## src/rtl/bist_pkg.sv

```systemverilog
// Shared types and constants for the BIST fail logger.
package bist_pkg;

    localparam int fail_cnt_w  = 8;
    localparam int def_a_width = 4;
    localparam int def_width   = 4;

    typedef enum logic [1:0] {
        ST_IDLE,
        ST_CAPTURE,
        ST_REPORT,
        ST_FINISHED
    } state_e;

endpackage

```

## src/rtl/bist_fail_logger_if.sv

```systemverilog
// Compare stream into the logger and fail-log stream out of it.
interface bist_fail_logger_if
    import bist_pkg::*;
#(
    parameter int a_width = def_a_width,
    parameter int width   = def_width
);

    logic               cmp_valid;
    logic [a_width-1:0] cmp_addr;
    logic [width-1:0]   cmp_expected;
    logic [width-1:0]   cmp_actual;
    logic               is_equal;

    logic               log_valid;
    logic [a_width-1:0] log_addr;
    logic [width-1:0]   log_syndrome;
    logic               log_ready;

    modport master (
        output cmp_valid, cmp_addr, cmp_expected, cmp_actual, is_equal, log_ready,
        input  log_valid, log_addr, log_syndrome
    );

    modport slave (
        input  cmp_valid, cmp_addr, cmp_expected, cmp_actual, is_equal, log_ready,
        output log_valid, log_addr, log_syndrome
    );

endinterface

```

## src/rtl/bist_fail_fifo.sv

```systemverilog
// Synchronous FIFO holding logged failures; pointers carry an extra wrap bit.
module bist_fail_fifo #(
    parameter int depth   = 4,
    parameter int entry_w = 8
) (
    input  logic               clk,
    input  logic               rst,
    input  logic               flush,
    input  logic               push,
    input  logic [entry_w-1:0] wr_data,
    input  logic               pop,
    output logic [entry_w-1:0] rd_data,
    output logic               full,
    output logic               empty
);

    localparam int aw    = $clog2(depth);
    localparam int ptr_w = aw + 1;

    logic [entry_w-1:0] mem_q [depth];
    logic [ptr_w-1:0]   wr_ptr_q, wr_ptr_d;
    logic [ptr_w-1:0]   rd_ptr_q, rd_ptr_d;
    logic               wr_en;
    logic               rd_en;

    assign empty = (wr_ptr_q == rd_ptr_q);
    assign full  = (wr_ptr_q[aw] != rd_ptr_q[aw]) &&
                   (wr_ptr_q[aw-1:0] == rd_ptr_q[aw-1:0]);

    assign rd_data = mem_q[rd_ptr_q[aw-1:0]];

    always_comb begin
        wr_en    = push && !full && !flush;
        rd_en    = pop && !empty && !flush;
        wr_ptr_d = wr_ptr_q;
        rd_ptr_d = rd_ptr_q;
        if (flush) begin
            wr_ptr_d = '0;
            rd_ptr_d = '0;
        end else begin
            if (wr_en) wr_ptr_d = wr_ptr_q + ptr_w'(1);
            if (rd_en) rd_ptr_d = rd_ptr_q + ptr_w'(1);
        end
    end

    always_ff @(posedge clk) begin
        if (rst) begin
            wr_ptr_q <= '0;
            rd_ptr_q <= '0;
        end else begin
            wr_ptr_q <= wr_ptr_d;
            rd_ptr_q <= rd_ptr_d;
        end
    end

    // Storage needs no reset: validity is tracked entirely by the pointers.
    always_ff @(posedge clk) begin
        if (wr_en && !rst) mem_q[wr_ptr_q[aw-1:0]] <= wr_data;
    end

endmodule

```

## src/rtl/bist_fail_logger.sv

```systemverilog
// Counts and logs BIST compare failures during a run, then drains the log to a consumer.
//
// state       | meaning
// ST_IDLE     | waiting for start; compares ignored
// ST_CAPTURE  | counting and logging failing compares
// ST_REPORT   | presenting logged entries oldest first
// ST_FINISHED | log drained, report_done held until next start
module bist_fail_logger
    import bist_pkg::*;
#(
    parameter int a_width = def_a_width,
    parameter int width   = def_width,
    parameter int depth   = 4
) (
    input  logic                  clk,
    input  logic                  rst,
    input  logic                  start,
    input  logic                  done_in,
    bist_fail_logger_if.slave     bus,
    output logic [fail_cnt_w-1:0] fail_count,
    output logic                  overflow,
    output logic                  report_done
);

    localparam int entry_w = a_width + width;

    state_e                 state_q, state_d;
    logic [fail_cnt_w-1:0]  fail_count_q, fail_count_d;
    logic                   overflow_q, overflow_d;
    logic                   report_done_q, report_done_d;

    logic                   fifo_push;
    logic                   fifo_pop;
    logic                   fifo_flush;
    logic                   fifo_full;
    logic                   fifo_empty;
    logic [entry_w-1:0]     fifo_wr_data;
    logic [entry_w-1:0]     fifo_rd_data;
    logic                   is_fail;

    assign is_fail      = (state_q == ST_CAPTURE) && bus.cmp_valid && !bus.is_equal;
    assign fifo_wr_data = {bus.cmp_addr, bus.cmp_expected ^ bus.cmp_actual};

    always_comb begin
        state_d      = state_q;
        fail_count_d = fail_count_q;
        overflow_d   = overflow_q;
        fifo_push    = 1'b0;
        fifo_pop     = 1'b0;
        fifo_flush   = 1'b0;
        if (start) begin
            fifo_flush   = 1'b1;
            fail_count_d = '0;
            overflow_d   = 1'b0;
            state_d      = ST_CAPTURE;
        end else begin
            case (state_q)
                ST_CAPTURE: begin
                    if (is_fail) begin
                        if (fail_count_q != '1) fail_count_d = fail_count_q + fail_cnt_w'(1);
                        if (fifo_full) overflow_d = 1'b1;
                        else           fifo_push  = 1'b1;
                    end
                    if (done_in) state_d = ST_REPORT;
                end
                // Empty check first: an empty log on entry finishes on the following edge.
                ST_REPORT: begin
                    if (fifo_empty)         state_d  = ST_FINISHED;
                    else if (bus.log_ready) fifo_pop = 1'b1;
                end
                ST_IDLE, ST_FINISHED: ;
                default: state_d = ST_IDLE;
            endcase
        end
        report_done_d = (state_d == ST_FINISHED);
    end

    always_ff @(posedge clk) begin
        if (rst) begin
            state_q       <= ST_IDLE;
            fail_count_q  <= '0;
            overflow_q    <= 1'b0;
            report_done_q <= 1'b0;
        end else begin
            state_q       <= state_d;
            fail_count_q  <= fail_count_d;
            overflow_q    <= overflow_d;
            report_done_q <= report_done_d;
        end
    end

    bist_fail_fifo #(
        .depth   (depth),
        .entry_w (entry_w)
    ) u_fifo (
        .clk     (clk),
        .rst     (rst),
        .flush   (fifo_flush),
        .push    (fifo_push),
        .wr_data (fifo_wr_data),
        .pop     (fifo_pop),
        .rd_data (fifo_rd_data),
        .full    (fifo_full),
        .empty   (fifo_empty)
    );

    assign bus.log_valid    = (state_q == ST_REPORT) && !fifo_empty;
    assign bus.log_addr     = fifo_rd_data[entry_w-1 -: a_width];
    assign bus.log_syndrome = fifo_rd_data[width-1:0];

    assign fail_count  = fail_count_q;
    assign overflow    = overflow_q;
    assign report_done = report_done_q;

endmodule

```

## src/flat_wrapper.sv

```systemverilog
// flat-port wrapper written by rule: the top's interface ports become plain ports
module bist_fail_logger_flat import bist_pkg::*;
#(
    parameter int a_width = def_a_width,
    parameter int width   = def_width,
    parameter int depth   = 4
)
  (clk, rst, start, done_in, fail_count, overflow, report_done, bus_cmp_valid, bus_cmp_addr, bus_cmp_expected, bus_cmp_actual, bus_is_equal, bus_log_ready, bus_log_valid, bus_log_addr, bus_log_syndrome);
  bist_fail_logger_if #(.a_width(a_width), .width(width)) bus_i ();
  input  logic clk;
  input  logic rst;
  input  logic start;
  input  logic done_in;
  output logic [fail_cnt_w-1:0] fail_count;
  output logic overflow;
  output logic report_done;
  input wire logic [$bits(bus_i.cmp_valid)-1:0] bus_cmp_valid;
  input wire logic [$bits(bus_i.cmp_addr)-1:0] bus_cmp_addr;
  input wire logic [$bits(bus_i.cmp_expected)-1:0] bus_cmp_expected;
  input wire logic [$bits(bus_i.cmp_actual)-1:0] bus_cmp_actual;
  input wire logic [$bits(bus_i.is_equal)-1:0] bus_is_equal;
  input wire logic [$bits(bus_i.log_ready)-1:0] bus_log_ready;
  output wire logic [$bits(bus_i.log_valid)-1:0] bus_log_valid;
  output wire logic [$bits(bus_i.log_addr)-1:0] bus_log_addr;
  output wire logic [$bits(bus_i.log_syndrome)-1:0] bus_log_syndrome;
  assign bus_i.cmp_valid = bus_cmp_valid;
  assign bus_i.cmp_addr = bus_cmp_addr;
  assign bus_i.cmp_expected = bus_cmp_expected;
  assign bus_i.cmp_actual = bus_cmp_actual;
  assign bus_i.is_equal = bus_is_equal;
  assign bus_i.log_ready = bus_log_ready;
  assign bus_log_valid = bus_i.log_valid;
  assign bus_log_addr = bus_i.log_addr;
  assign bus_log_syndrome = bus_i.log_syndrome;
  bist_fail_logger #(.a_width(a_width), .width(width), .depth(depth)) u_core (.clk(clk), .rst(rst), .start(start), .done_in(done_in), .bus(bus_i), .fail_count(fail_count), .overflow(overflow), .report_done(report_done));
endmodule
```

## config.mk

```make
export PLATFORM = sky130hd
export DESIGN_NAME = bist_fail_logger_flat
export DESIGN_NICKNAME = d
export VERILOG_FILES = /design/src/rtl/bist_pkg.sv /design/src/rtl/bist_fail_logger_if.sv /design/src/rtl/bist_fail_fifo.sv /design/src/rtl/bist_fail_logger.sv /design/src/flat_wrapper.sv
export SDC_FILE = /design/constraint.sdc
export NUM_CORES = 1
export LEC_CHECK = 0
export ABC_CLOCK_PERIOD_IN_PS = 4450
export CAP_MARGIN = 20
export CORE_MARGIN = 2
export CORE_UTILIZATION = 30
export DETAILED_ROUTE_END_ITERATION = 8
export PLACE_DENSITY = 0.5
export SLEW_MARGIN = 20
export SYNTH_ARGS = -nofsm -noshare
export SYNTH_HDL_FRONTEND = slang
export SYNTH_SLANG_ARGS = --single-unit
```

## constraint.sdc

```tcl
create_clock -name clk -period 4.45 [get_ports clk]
set_input_delay 0.445 -clock clk [delete_from_list [all_inputs] [get_ports clk]]
set_output_delay 0.445 -clock clk [all_outputs]
set_load 0.01 [all_outputs]
```

==> impl_metrics.py <==
metrics = {
    "status": {
        "status": "completed",
    },
    "pwr": {
        "p_leak_nw": 0.958,
        "p_total_mw": 0.825,
        "seqPwrFrac_pct": 62.5,
        "ir_drop_mv": 0.119,
        "clkPwrFrac_pct": 32.1,
        "switchingPower_mw": 0.175,
        "combPwrFrac_pct": 5.4,
        "internal-power_mw": 0.650,
        "netSwitchingFraction_pct": 21.2,
        "power_density_nw_per_um2": 293,
    },
    "logic_synthesis": {
        "netlist_area_um2": 2240,
        "synth_fp_nets": 192,
        "synthArstFlopShare_pct": 0,
        "synth_cell_types": 37,
        "ys_ff_latch": 52,
        "synth_edf_count": 32,
        "yosysSeqAreaShare_pct": 60.8,
        "ys.flop_type": "edfxtp_1",
        "yosysWarnings": 0,
        "syn_area_per_cell_um2": 13.6,
        "synth_cells": 164,
    },
    "drt": {
        "routed_via_density": 4.58,
        "drtIter0Drc": 40,
        "antenna_left": 0,
        "drc": 0,
        "vias": 1396,
        "drtPass1Iterations": 4,
        "wire_per_inst_um": 13.4,
        "wirelength_um": 4080,
    },
    "clock_tree": {
        "cts_tree": "built",
        "cts_root_buffer": "clkbuf_8",
        "cts_resized": 0,
        "clk_latency_ps": 300,
        "cts.sinks": 52,
        "cts_max_level": 2,
        "postCtsHoldBufs": 0,
        "clockBufferDepth": 2,
        "numCtsBuffers": 5,
        "post_cts_buffers": 0,
        "clk_pin_slew_ps": 90,
    },
    "critical_path": {
        "path_class": "reg2out",
        "crit_fanout": 8,
        "cp-end-kind": "output pin",
        "required_ps": 4010,
        "cp-start-kind": "flip-flop",
        "r2r_start": "u_core.state_q[1]$_SDFF_PP0_",
        "cp.arrival_ps": 2050,
    },
    "sta": {
        "final-hold-violation-count": 0,
        "rsz0062_at_grt": "false",
        "setup_violations": 0,
        "min_period_ps": 2490,
        "setup_ws_ps": 1960,
        "fmax_mhz": 401,
        "finalClockSkew_ps": 3.84,
        "maxSlewHeadroom_pct": 54.4,
        "worst_pin_slew_ps": 680,
        "finalCritPeriodShare_pct": 56.0,
        "setup_tns_ps": 0,
        "slew_viol_final": 0,
    },
    "place": {
        "dpl.hpwl_um": 2880,
        "dpl-instance-area_um2": 2720,
        "place.gp.congestion": 0.798,
        "pre_cts_slack_ps": 1700,
        "placed_cells": 297,
        "io_buffers": 37,
    },
    "layout": {
        "regArea_um2": 1360,
        "layout-drive-gt1-share_pct": 10.7,
        "layout_common_cells": "37 x clkdlybuf4s50_1, 32 x edfxtp_1, 20 x dfxtp_1",
        "diodes": 0,
        "nets": 233,
        "stdcell_area_um2": 2810,
        "final_common_cell": "clkdlybuf4s50_1",
        "syn2layout_area_growth_pct": 25.7,
        "layout.cells.non_filler": 305,
        "multi_input_area_um2": 847,
        "fill_cells": 697,
    },
    "job": {
        "maxCapViolCount": 0,
    },
    "min_path": {
        "min_path_type": "reg2reg",
        "hold_start": "u_core.overflow$_SDFFE_PP0P_",
    },
    "grt": {
        "grt_use_met3_pct": 3.17,
        "gr-usage-met1_pct": 14.4,
        "grt_pass1_wl_um": 7090,
        "antenna_found_initial": 0,
        "met2_usage_pct": 17.4,
        "overflow": 0,
        "busiest_layer": "met2",
        "grt_pass1_vias": 1453,
        "grt_max_degree": 17,
        "grt_use_total_pct": 10.7,
    },
    "floorplan": {
        "io_pins": 38,
        "dieWidth_um": 90.4,
        "die-area_um2": 8170,
        "core_um2": 7250,
        "die_y_um": 90.4,
        "num_rows": 31,
        "start_util_pct": 30.9,
    },
}
[cells in the mapped netlist, drive strengths merged (6+ instances only)]
library cell,n,area [um^2]
nor2,13,48.8
a21oi,6,30.0
and3,6,37.5
nand3,6,30.0
mux4,8,180
nand2,6,22.5
inv,6,22.5
edfxtp,32,961
o21ai,6,30.0
ha,9,113
xor2,9,93.8
dfxtp,20,400
[worst paths after layout]
| kind | endpoint | slack, ps | depth (start not counted) |
|---|---|---|---|
| max reg2reg | u_core.u_fifo.mem_q[3][6]$_DFFE_PP_ | 2440 | 5 |
| max | bus_log_addr[1] | 1960 | 2 |
| min | u_core.overflow$_SDFFE_PP0P_ | 500 | 2 |
| min reg2reg | u_core.overflow$_SDFFE_PP0P_ | 500 | 2 |
[power by group through the flow]
stage / Clock, mW / Sequential [mW] / Combinational [mW]
6_report: 0.265 / 0.516 / 0.0446
3_3_place_gp: 0 / 0.527 / 0.0455
5_1_grt: 0.296 / 0.516 / 0.0499
3_5_place_dp: 0 / 0.527 / 0.0452
4_1_cts: 0.278 / 0.516 / 0.0455
2_1_floorplan: 0 / 0.527 / 0.0184
[cell families after synthesis]
kind of cell / Yosys count / synth area share, %
DFF: 52 / 60.8
and+or+nand+nor: 49 / 11.5
AOI/OAI and AO/OA: 24 / 7.21
xor gates and xnor gates: 12 / 5.37
buffers and inverters: 9 / 1.56
muxes: 9 / 8.50
adders and majority gates: 9 / 5.03
[flip-flops by register name (all words and copies together), names as in the netlist, named ones only]
| register | count |
|---|---|
| u_core.fail_count | 8 |
| u_core.overflow | 1 |
| u_core.report_done | 1 |
| u_core.state_q | 2 |
| u_core.u_fifo.mem_q | 32 |
| u_core.u_fifo.rd_ptr_q | 3 |
| u_core.u_fifo.wr_ptr_q | 3 |
[through the flow]
step | hold WS (ps) | utilization (%)
floorplan | 476 | -
global placement | 469 | 37.5
detailed placement | 460 | 37.5
CTS | 500 | 38.7
global route | 540 | 38.8
finish | 503 | 38.8
[per-layer routing]
layer,share of wire (%),vias to the layer above,wire [um]
met5,0,-,0
met2,45,40,1830
met4,0.25,0,10
met1,49,658,2010
li1,-,696,-
met3,5.5,2,223
[worst max-delay path, cell delays in order, from the launching register on]
cell and delay (ps):
dfxtp_1 680, mux4_2 580, clkdlybuf4s50_1 490
[cell type report]
cell class	instances	share of cell area, %
clock inverters	2	0.578
multi-input cells	103	30.1
well taps	99	4.40
clock buffers	6	2.58
inverters	6	0.800
flip-flops and latches	52	48.4
repair buffers	37	13.2
Power figures use the tool's default switching activity.
